<file path="src/rtl/demux_pkg.sv">
// Shared types and default sizing for the flow-controlled 1-to-N demux.
// Latency: n/a (types and constants only).
// Backpressure: n/a.
package demux_pkg;

    localparam int DEF_WIDTH = 16;
    localparam int DEF_N_OUT = 4;
    localparam int SEL_W     = $clog2(DEF_N_OUT);

    // EMPTY: no word held. FULL: word and its destination are latched.
    typedef enum logic [0:0] {
        EMPTY = 1'b0,
        FULL  = 1'b1
    } state_e;

endpackage

</file>
<file path="src/rtl/dmux_onehot.sv">
// Binary select plus enable decoded to a one-hot vector.
// Latency: purely combinational.
// Backpressure: none; output is all-zero when disabled.
module dmux_onehot #(
    parameter int SEL_W = 2,
    parameter int N_OUT = 4
) (
    input  logic [SEL_W-1:0] i_sel,
    input  logic             i_en,
    output logic [N_OUT-1:0] o_onehot
);

    // Set exactly the selected bit when enabled, nothing otherwise.
    always_comb begin
        o_onehot = '0;
        if (i_en) begin
            o_onehot[i_sel] = 1'b1;
        end
    end

endmodule

</file>
<file path="src/rtl/demux_dispatcher.sv">
// One-entry buffered 1-to-N dispatcher: routed or round-robin destination.
// Latency: word loaded at edge k is offered on out_valid from cycle k+1.
// Backpressure: holds FULL while out_ready[dest]=0; in_ready passes out_ready[dest] through.
module demux_dispatcher
    import demux_pkg::*;
#(
    parameter int WIDTH = DEF_WIDTH,
    parameter int N_OUT = DEF_N_OUT
) (
    input  logic                     clk,
    input  logic                     reset,
    input  logic                     cfg_rr,
    input  logic                     in_valid,
    output logic                     in_ready,
    input  logic [WIDTH-1:0]         in_data,
    input  logic [$clog2(N_OUT)-1:0] in_sel,
    output logic [N_OUT-1:0]         out_valid,
    input  logic [N_OUT-1:0]         out_ready,
    output logic [WIDTH-1:0]         out_data,
    output logic [15:0]              xfer_count
);

    localparam int SW = $clog2(N_OUT);

    state_e            r_state;
    state_e            w_state_nxt;
    logic [WIDTH-1:0]  r_data;
    logic [SW-1:0]     r_dest;
    logic [SW-1:0]     r_rr_ptr;
    logic [15:0]       r_xfer_count;

    logic              w_full;
    logic [N_OUT-1:0]  w_dest_oh;
    logic              w_xfer;
    logic              w_load;

    assign w_full = (r_state == FULL);

    // Offer the held word only to its latched destination.
    dmux_onehot #(.SEL_W(SW), .N_OUT(N_OUT)) u_valid_dec (
        .i_sel    (r_dest),
        .i_en     (w_full),
        .o_onehot (out_valid)
    );

    // Same decode, used to pick the one out_ready bit that matters.
    dmux_onehot #(.SEL_W(SW), .N_OUT(N_OUT)) u_ready_dec (
        .i_sel    (r_dest),
        .i_en     (1'b1),
        .o_onehot (w_dest_oh)
    );

    assign w_xfer     = w_full && |(w_dest_oh & out_ready);
    // Accept when empty, or when the held word leaves this same cycle.
    assign in_ready   = !w_full || w_xfer;
    assign w_load     = in_valid && in_ready;
    assign out_data   = r_data;
    assign xfer_count = r_xfer_count;

    // Next-state: a load always ends FULL; a transfer alone drains to EMPTY.
    always_comb begin
        w_state_nxt = r_state;
        case (r_state)
            EMPTY:   if (w_load) w_state_nxt = FULL;
            FULL:    if (w_xfer && !w_load) w_state_nxt = EMPTY;
            default: w_state_nxt = EMPTY;
        endcase
    end

    // State, buffer, destination, round-robin pointer and transfer counter.
    always_ff @(posedge clk) begin
        if (reset) begin
            r_state      <= EMPTY;
            r_data       <= '0;
            r_dest       <= '0;
            r_rr_ptr     <= '0;
            r_xfer_count <= '0;
        end else begin
            r_state <= w_state_nxt;
            if (w_load) begin
                r_data <= in_data;
                r_dest <= cfg_rr ? r_rr_ptr : in_sel;
                // N_OUT is a power of two, so natural wrap is mod N_OUT.
                if (cfg_rr) begin
                    r_rr_ptr <= r_rr_ptr + SW'(1);
                end
            end
            if (w_xfer) begin
                r_xfer_count <= r_xfer_count + 16'd1;
            end
        end
    end

endmodule

</file>
<file path="config.mk">
export PLATFORM = sky130hd
export DESIGN_NAME = demux_dispatcher
export DESIGN_NICKNAME = d
export VERILOG_FILES = /design/src/rtl/demux_pkg.sv /design/src/rtl/dmux_onehot.sv /design/src/rtl/demux_dispatcher.sv
export SDC_FILE = /design/constraint.sdc
export NUM_CORES = 1
export LEC_CHECK = 0
export CAP_MARGIN = 0
export CORE_ASPECT_RATIO = 1.75
export CORE_MARGIN = 3
export CORE_UTILIZATION = 41
export CTS_BUF_LIST = sky130_fd_sc_hd__clkbuf_8
export DETAILED_ROUTE_END_ITERATION = 16
export PLACE_DENSITY = 0.77
export SYNTH_ARGS = -nofsm -noshare
export SYNTH_HDL_FRONTEND = slang
export SYNTH_SLANG_ARGS = --single-unit
</file>
<file path="constraint.sdc">
create_clock -name clk -period 1.8 [get_ports clk]
set_clock_uncertainty 0.1 [all_clocks]
set_input_delay 0.36 -clock clk [delete_from_list [all_inputs] [get_ports clk]]
set_output_delay 0.36 -clock clk [all_outputs]
set_load 0.02 [all_outputs]
</file>
==> results of run 1 <==
==> stage by stage <==
step                power (mW)  cell area, um2  hold slack, ps  setup TNS, ps
floorplan                 1.04            1680             371              0
global placement          1.21            2480             342         -11290
detailed placement        1.22            2480             347         -12600
CTS                       2.00            2740             358           -348
global route              2.15            2990             381          -2350
finish                    2.08            2990             355          -1010
==> worst paths after layout <==
path | startpoint | end | slack (ps)
hold / removal | out_data[10] | out_data[10] | 350
setup / recovery | r_dest[0] | in_ready | -160
setup reg to reg | r_dest[0] | out_data[9] | -110
hold reg to reg | out_data[10] | out_data[10] | 350
==> placed cells by master (no fill, tap or decap), types with 3 or more instances in the layout <==
master	n
nand3_1	5
buf_4	19
nand2_2	4
mux2_2	5
nor2_1	14
mux2i_1	3
or3_1	4
o21ai_0	4
dlygate4sd2_1	12
buf_12	3
buf_6	3
a21oi_1	10
nor2b_1	6
dfxtp_1	31
clkbuf_8	6
nand2_1	25
or4_4	3
inv_1	6
dlymetal6s2s_1	5
nand2_4	8
o31ai_1	4
a21oi_2	17
clkdlybuf4s50_1	40
nand4_1	4
dfxtp_2	6
==> per-layer routing <==
layer	routed length [um]	part of all wire	track usage	vias to the layer above
li1	-	-	-	882
met3	217	0.037	0.0413	18
met5	0	0	0	-
met1	2070	0.35	0.216	899
met2	3390	0.58	0.371	53
met4	218	0.037	0.0832	0
==> cells by family (layout without fill, tap and decap cells) <==
| group | Yosys count | count (layout) |
|---|---|---|
| compound gates | 44 | 45 |
| xor+xnor | 1 | 1 |
| fa+ha+maj | 1 | 1 |
| buf+inv | 16 | 104 |
| flops | 37 | 37 |
| mux | 12 | 12 |
| simple gates | 90 | 90 |
==> flip-flops by register name (all words and copies together) (netlist names) <==
signal      count
r_rr_ptr        2
r_dest          2
xfer_count     16
out_data       16
r_state         1
==> what timing repair did <==
item | in CTS | in global routing
endpoints found under the setup margin | 38 | 34
resized for setup | 42 | 64
setup buffers | 1 | 2
gates cloned | 3 | 3
pin swaps | 4 | 29
==> power by group <==
group | total, mW | internal (mW) | leakage (nW) | switching, mW
clock network | 0.751 | 0.451 | 0.0574 | 0.300
logic | 0.448 | 0.231 | 0.911 | 0.216
registers | 0.883 | 0.853 | 0.304 | 0.0300
==> layout make-up <==
cell class	instances	share of cell area
clock buffer	6	0.0276
clock inverter	2	0.0125
inverter	6	0.00753
multi-input combinational	149	0.376
sequential	37	0.250
tap	48	0.0201
timing repair buffer	90	0.307
==> worst register-to-register path, delay by kind of cell, from the launching register on <==
family / cells / cell delay [ps]
compound gates: 2 / 400
flops: 1 / 350
buf+inv: 2 / 380
simple gates: 1 / 60
mux: 1 / 550
==> impl_metrics.csv, run 1 <==
group,metric,value,unit
run_status,run_status,"finished with violations",
run_status,violations_in_the_final_reports,"negative setup slack",
min_path,worstHoldPathCells,2,
global_route,grt_start_max_net_pins,33,
logic_synthesis,synth_simple_gate_area_frac,0.259,
pwr,total_leakage_power,1.27,nW
logic_synthesis,dominant_combinational_cell_family_by_area_after_synthesis,"simple AND/OR/NAND/NOR gates",
clocking,cts_inserted_buffers,5,
logic_synthesis,synth_edf_count,0,
global_route,grt_util_all_layers,0.206,
clocking,htreeDepth,2,
cells_and_area,final_cell_count_no_fill,338,
logic_synthesis,synth_area,0.00168,mm2
placement,detailed_place_hpwl,3230,um
global_route,globalRouteOverflowTotal,0,
cells_and_area,sequential_standard_cell_area,748,um2
critical_path,timing.critical_path.from_type,"flip-flop",
clocking,cts_buffer_depth,2,
timing,worst_slew_margin_rel,0.745,
logic_synthesis,ys.warnings.count,0,
timing,setup-violations-final,20,
logic_synthesis,synth_xor_area_frac,0.00522,
critical_path,worstSetupPathDepth,3,
cells_and_area,area_occupied_by_multi_input_gates,0.00112,mm2
timing,fmaxAchievable,511,MHz
critical_path,worst-r2r-cell-count,6,
critical_path,setup.worst_path.end_class,"output port",
cells_and_area,postLayoutCoreUtil,0.766,
route,drc_marker_count_from_the_first_detailed_route_iteration,27,
timing,final.setup.worst_slack,-155,ps
logic_synthesis,synth.net_count,228,
critical_path,criticalPathCategory,"flip-flop to output port",
timing,finalHoldViolCount,0,
route,routed-via-count,1852,
logic_synthesis,synth_adder_area_share,0.00746,
route,drt.antenna.violating_nets,0,
floorplanning,floorplan.io_pins,63,
logic_synthesis,synth.top_cell.area_share,0.442,
logic_synthesis,proportion_of_synthesized_area_in_mux_cells,0.0836,
floorplanning,die_width,54.3,um
critical_path,slowest_delay,550,ps
pwr,power-per-cell-area,696,mW/mm2
clocking,postCtsHoldBufs,0,
timing,rsz_0062_raised_after_global_routing,"true",
placement,io_buf_count,62,
timing,report.final.slew_viol_count,0,
logic_synthesis,synth_ff_type,"dfxtp_1",
global_route,wire_length_of_the_first_global_routing_pass,7660,um
route,wirelength,5890,um
route,drt_first_pass_iters,4,
floorplanning,initial_utilization,0.429,
clocking,tritoncts,"built",
cells_and_area,post_route_cells_drive_above_1_share,0.359,
placement,dp.cells,322,
clocking,root_buffer,"clkbuf_8",
floorplanning,die_area,0.00492,mm2
logic_synthesis,ys_ff_latch,37,
clocking,clock-sinks,37,
clocking,clock_edge_transition_at_the_registers_on_the_reported_setup_and_hold_paths,70,ps
critical_path,cp.buffers_inverters,1,
floorplanning,floorplan.rows,30,
floorplanning,die_h,90.6,um
placement,dpl_worst_slack,-647,ps
critical_path,timing.critical_path.cells,"mux4_2, nand2b_4, buf_6",
logic_synthesis,synth_top_area_cell,"dfxtp_1",
logic_synthesis,ys_top_cells_by_count,"dfxtp_1 (37), nand2_1 (37), a21oi_1 (27)",
critical_path,critPathArrivalTime,1500,ps
pwr,ir_drop,0.000631,V
cells_and_area,layout.filler_cells,268,
logic_synthesis,synth_compound_gate_area_share,0.153,
min_path,min_path_type,"flip-flop to flip-flop",
logic_synthesis,synthesis.instances,201,
timing,fin_crit,1960,ps
route,route.detailed.vias_per_inst,5.48,
floorplanning,coreArea,0.00390,mm2
logic_synthesis,synth.yosys.seq_area_share,0.442,
cells_and_area,layout-area-overhead-vs-synth,78.4,%
critical_path,cp_top_family,"multiplexers",
logic_synthesis,synth.top_cells.by_area,"dfxtp_1 (44%), nand2_1 (8.3%), a21oi_1 (8.1%)",
cells_and_area,diodes,0,
placement,gp_congestion,0.754,
route,avgRoutedWirePerCell,17.4,um
critical_path,cpMaxStageDelayCell,"mux4_2",
critical_path,critPathRequiredTime,1340,ps
clocking,clkLatencyLatePin,290,ps
route,drc,0,
logic_synthesis,postSynth.asyncResetShare,0,
timing,worst_pin_slew,381,ps
flow_run,cap_viol_max_count,0,
logic_synthesis,synthDistinctLibCells,34,
timing,period_share,1.09,
critical_path,cp_max_fo,2,
global_route,first_global_vias,1739,
global_route,initial_antenna_violation_count,0,
logic_synthesis,syn-mean-instance-area,8.34,um2
cells_and_area,fin_nets,316,
No activity file was read; power rests on OpenSTA's default activity.
==> inputs of run 2 (changes only) <==
Settings changed: CAP_MARGIN 0 to 20, GPL_ROUTABILITY_DRIVEN set to 0, TNS_END_PERCENT set to 5.
==> impl_metrics.csv, run 2 (synthesis gave the netlist of run 1 again) <==
group,metric,value,unit
critical_path,timing.critical_path.from_type,"flip-flop",
timing,fin_crit,1890,ps
global_route,first_global_vias,1581,
critical_path,critPathRequiredTime,1340,ps
timing,final.setup.worst_slack,-93.4,ps
route,drt.antenna.violating_nets,0,
route,avgRoutedWirePerCell,13.5,um
timing,worst_pin_slew,457,ps
cells_and_area,fin_nets,310,
route,route.detailed.vias_per_inst,5.15,
floorplanning,coreArea,0.00390,mm2
clocking,clock_edge_transition_at_the_registers_on_the_reported_setup_and_hold_paths,80,ps
route,routed-via-count,1709,
pwr,power.sequential.fraction,0.453,
floorplanning,initial_utilization,0.429,
global_route,globalRouteOverflowTotal,0,
floorplanning,die_width,54.3,um
critical_path,criticalPathCategory,"flip-flop to output port",
route,wirelength,4480,um
pwr,total_leakage_power,1.11,nW
critical_path,cp_max_fo,2,
cells_and_area,layout-area-overhead-vs-synth,58.4,%
run_status,run_status,"finished with violations",
clocking,postCtsHoldBufs,0,
cells_and_area,postLayoutCoreUtil,0.680,
clocking,cts_inserted_buffers,5,
clocking,tritoncts,"built",
min_path,min_path_type,"flip-flop to flip-flop",
clocking,root_buffer,"clkbuf_8",
pwr,ir_drop,0.000597,V
timing,report.final.slew_viol_count,0,
pwr,switching_power,0.495,mW
timing,fmaxAchievable,528,MHz
pwr,comb_power_share,0.165,
run_status,violations_in_the_final_reports,"negative setup slack",
clocking,htreeDepth,2,
floorplanning,floorplan.io_pins,63,
pwr,cell_internal_pwr,1.43,mW
flow_run,cap_viol_max_count,0,
cells_and_area,post_route_cells_drive_above_1_share,0.208,
floorplanning,floorplan.rows,30,
cells_and_area,layout.cells.most_common,"clkdlybuf4s50_1",
global_route,grt_start_max_net_pins,21,
critical_path,critPathArrivalTime,1430,ps
timing,setup-tns-final,-300,ps
route,drc,0,
route,drc_marker_count_from_the_first_detailed_route_iteration,23,
clocking,cts_buffer_depth,2,
global_route,wire_length_of_the_first_global_routing_pass,7040,um
route,drt_first_pass_iters,4,
placement,io_buf_count,62,
critical_path,setup.worst_path.end_class,"output port",
cells_and_area,diodes,0,
pwr,power-per-cell-area,726,mW/mm2
timing,period_share,1.05,
pwr,p_clk_frac,0.382,
clocking,clkLatencyLatePin,290,ps
pwr,switching_share,0.257,
global_route,initial_antenna_violation_count,0,
global_route,grt_util_all_layers,0.192,
clocking,clock-sinks,37,
cells_and_area,most_used_cells_in_the_layout_excluding_fill_and_tap_cells,"clkdlybuf4s50_1 (39), nand2_1 (37), dfxtp_1 (33), a21oi_1 (26), buf_4 (18)",
timing,worst_slew_margin_rel,0.695,
floorplanning,die_area,0.00492,mm2
placement,detailed_place_hpwl,3180,um
timing,setup-violations-final,7,
timing,finalHoldViolCount,0,
timing,rsz_0062_raised_after_global_routing,"true",
floorplanning,die_h,90.6,um
run 2: cell types whose count changed in the layout (fill, tap and decap cells not counted), sizes merged:
cell | previous run | this run
buf | 29 | 27
clkdlybuf4s15 | 0 | 1
clkinv | 0 | 1
clkdlybuf4s50 | 40 | 39
dlymetal6s2s | 5 | 3
dlygate4sd2 | 12 | 15
clkbuf | 10 | 5
o22a | 3 | 2
run 2: what timing repair did:
item / in CTS / in global routing
pin swaps: 5 / 0
buffers inserted: 0 / 0
cloned: 0 / 0
endpoints found under the setup margin: 42 / 27
resized for setup: 39 / 10
run 2: worst max-delay path, cell delays in order (launching register included):
cell and delay, ps:
dfxtp_2 340, mux4_2 510, nand2b_4 160, buf_6 130
run 2: power groups by stage:
stage / Sequential, mW / Clock [mW] / Combinational, mW
floorplan: 0.923 / 0 / 0.117
global placement: 0.890 / 0 / 0.313
detailed placement: 0.891 / 0 / 0.316
CTS: 0.874 / 0.746 / 0.319
global route: 0.879 / 0.782 / 0.345
finish: 0.874 / 0.736 / 0.319
run 2: metal layers:
layer  vias up  global-route usage  part of all wire
met5         -                   0                 0
met4         0              0.0832             0.027
met3        10              0.0562             0.055
met2        48               0.341              0.54
met1       782               0.191              0.38
li1        869                   -                 -
run 2: cell type report:
type | instances | area [um2]
clock buffers | 5 | 68.8
inverters | 6 | 22.5
clock inverters | 3 | 46.3
repair buffers | 85 | 822
multi-input cells | 148 | 890
well taps | 48 | 60.1
fillers | 340 | 1250
flip-flops and latches | 37 | 746
run 2: metrics by stage:
stage / cell area (um2) / power, mW / setup slack, ps / hold WS (ps) / std cells
finish: 2660 / 1.93 / -93.4 / 353 / 332
global route: 2660 / 2.01 / -150 / 370 / 332
CTS: 2650 / 1.94 / -105 / 357 / 332
detailed placement: 2520 / 1.21 / -656 / 346 / 324
global placement: 2520 / 1.20 / -641 / 340 / 324
floorplan: 1680 / 1.04 / -8.45 / 371 / 201
run 2: worst paths after layout:
path	from	endpoint	slack (ps)	cells past startpoint
worst max-delay path	r_dest[0]	in_ready	-90	3
worst min-delay path	out_data[4]	out_data[4]	350	2
worst max register to register	r_dest[0]	xfer_count[11]	-80	6
worst min register to register	out_data[4]	out_data[4]	350	2
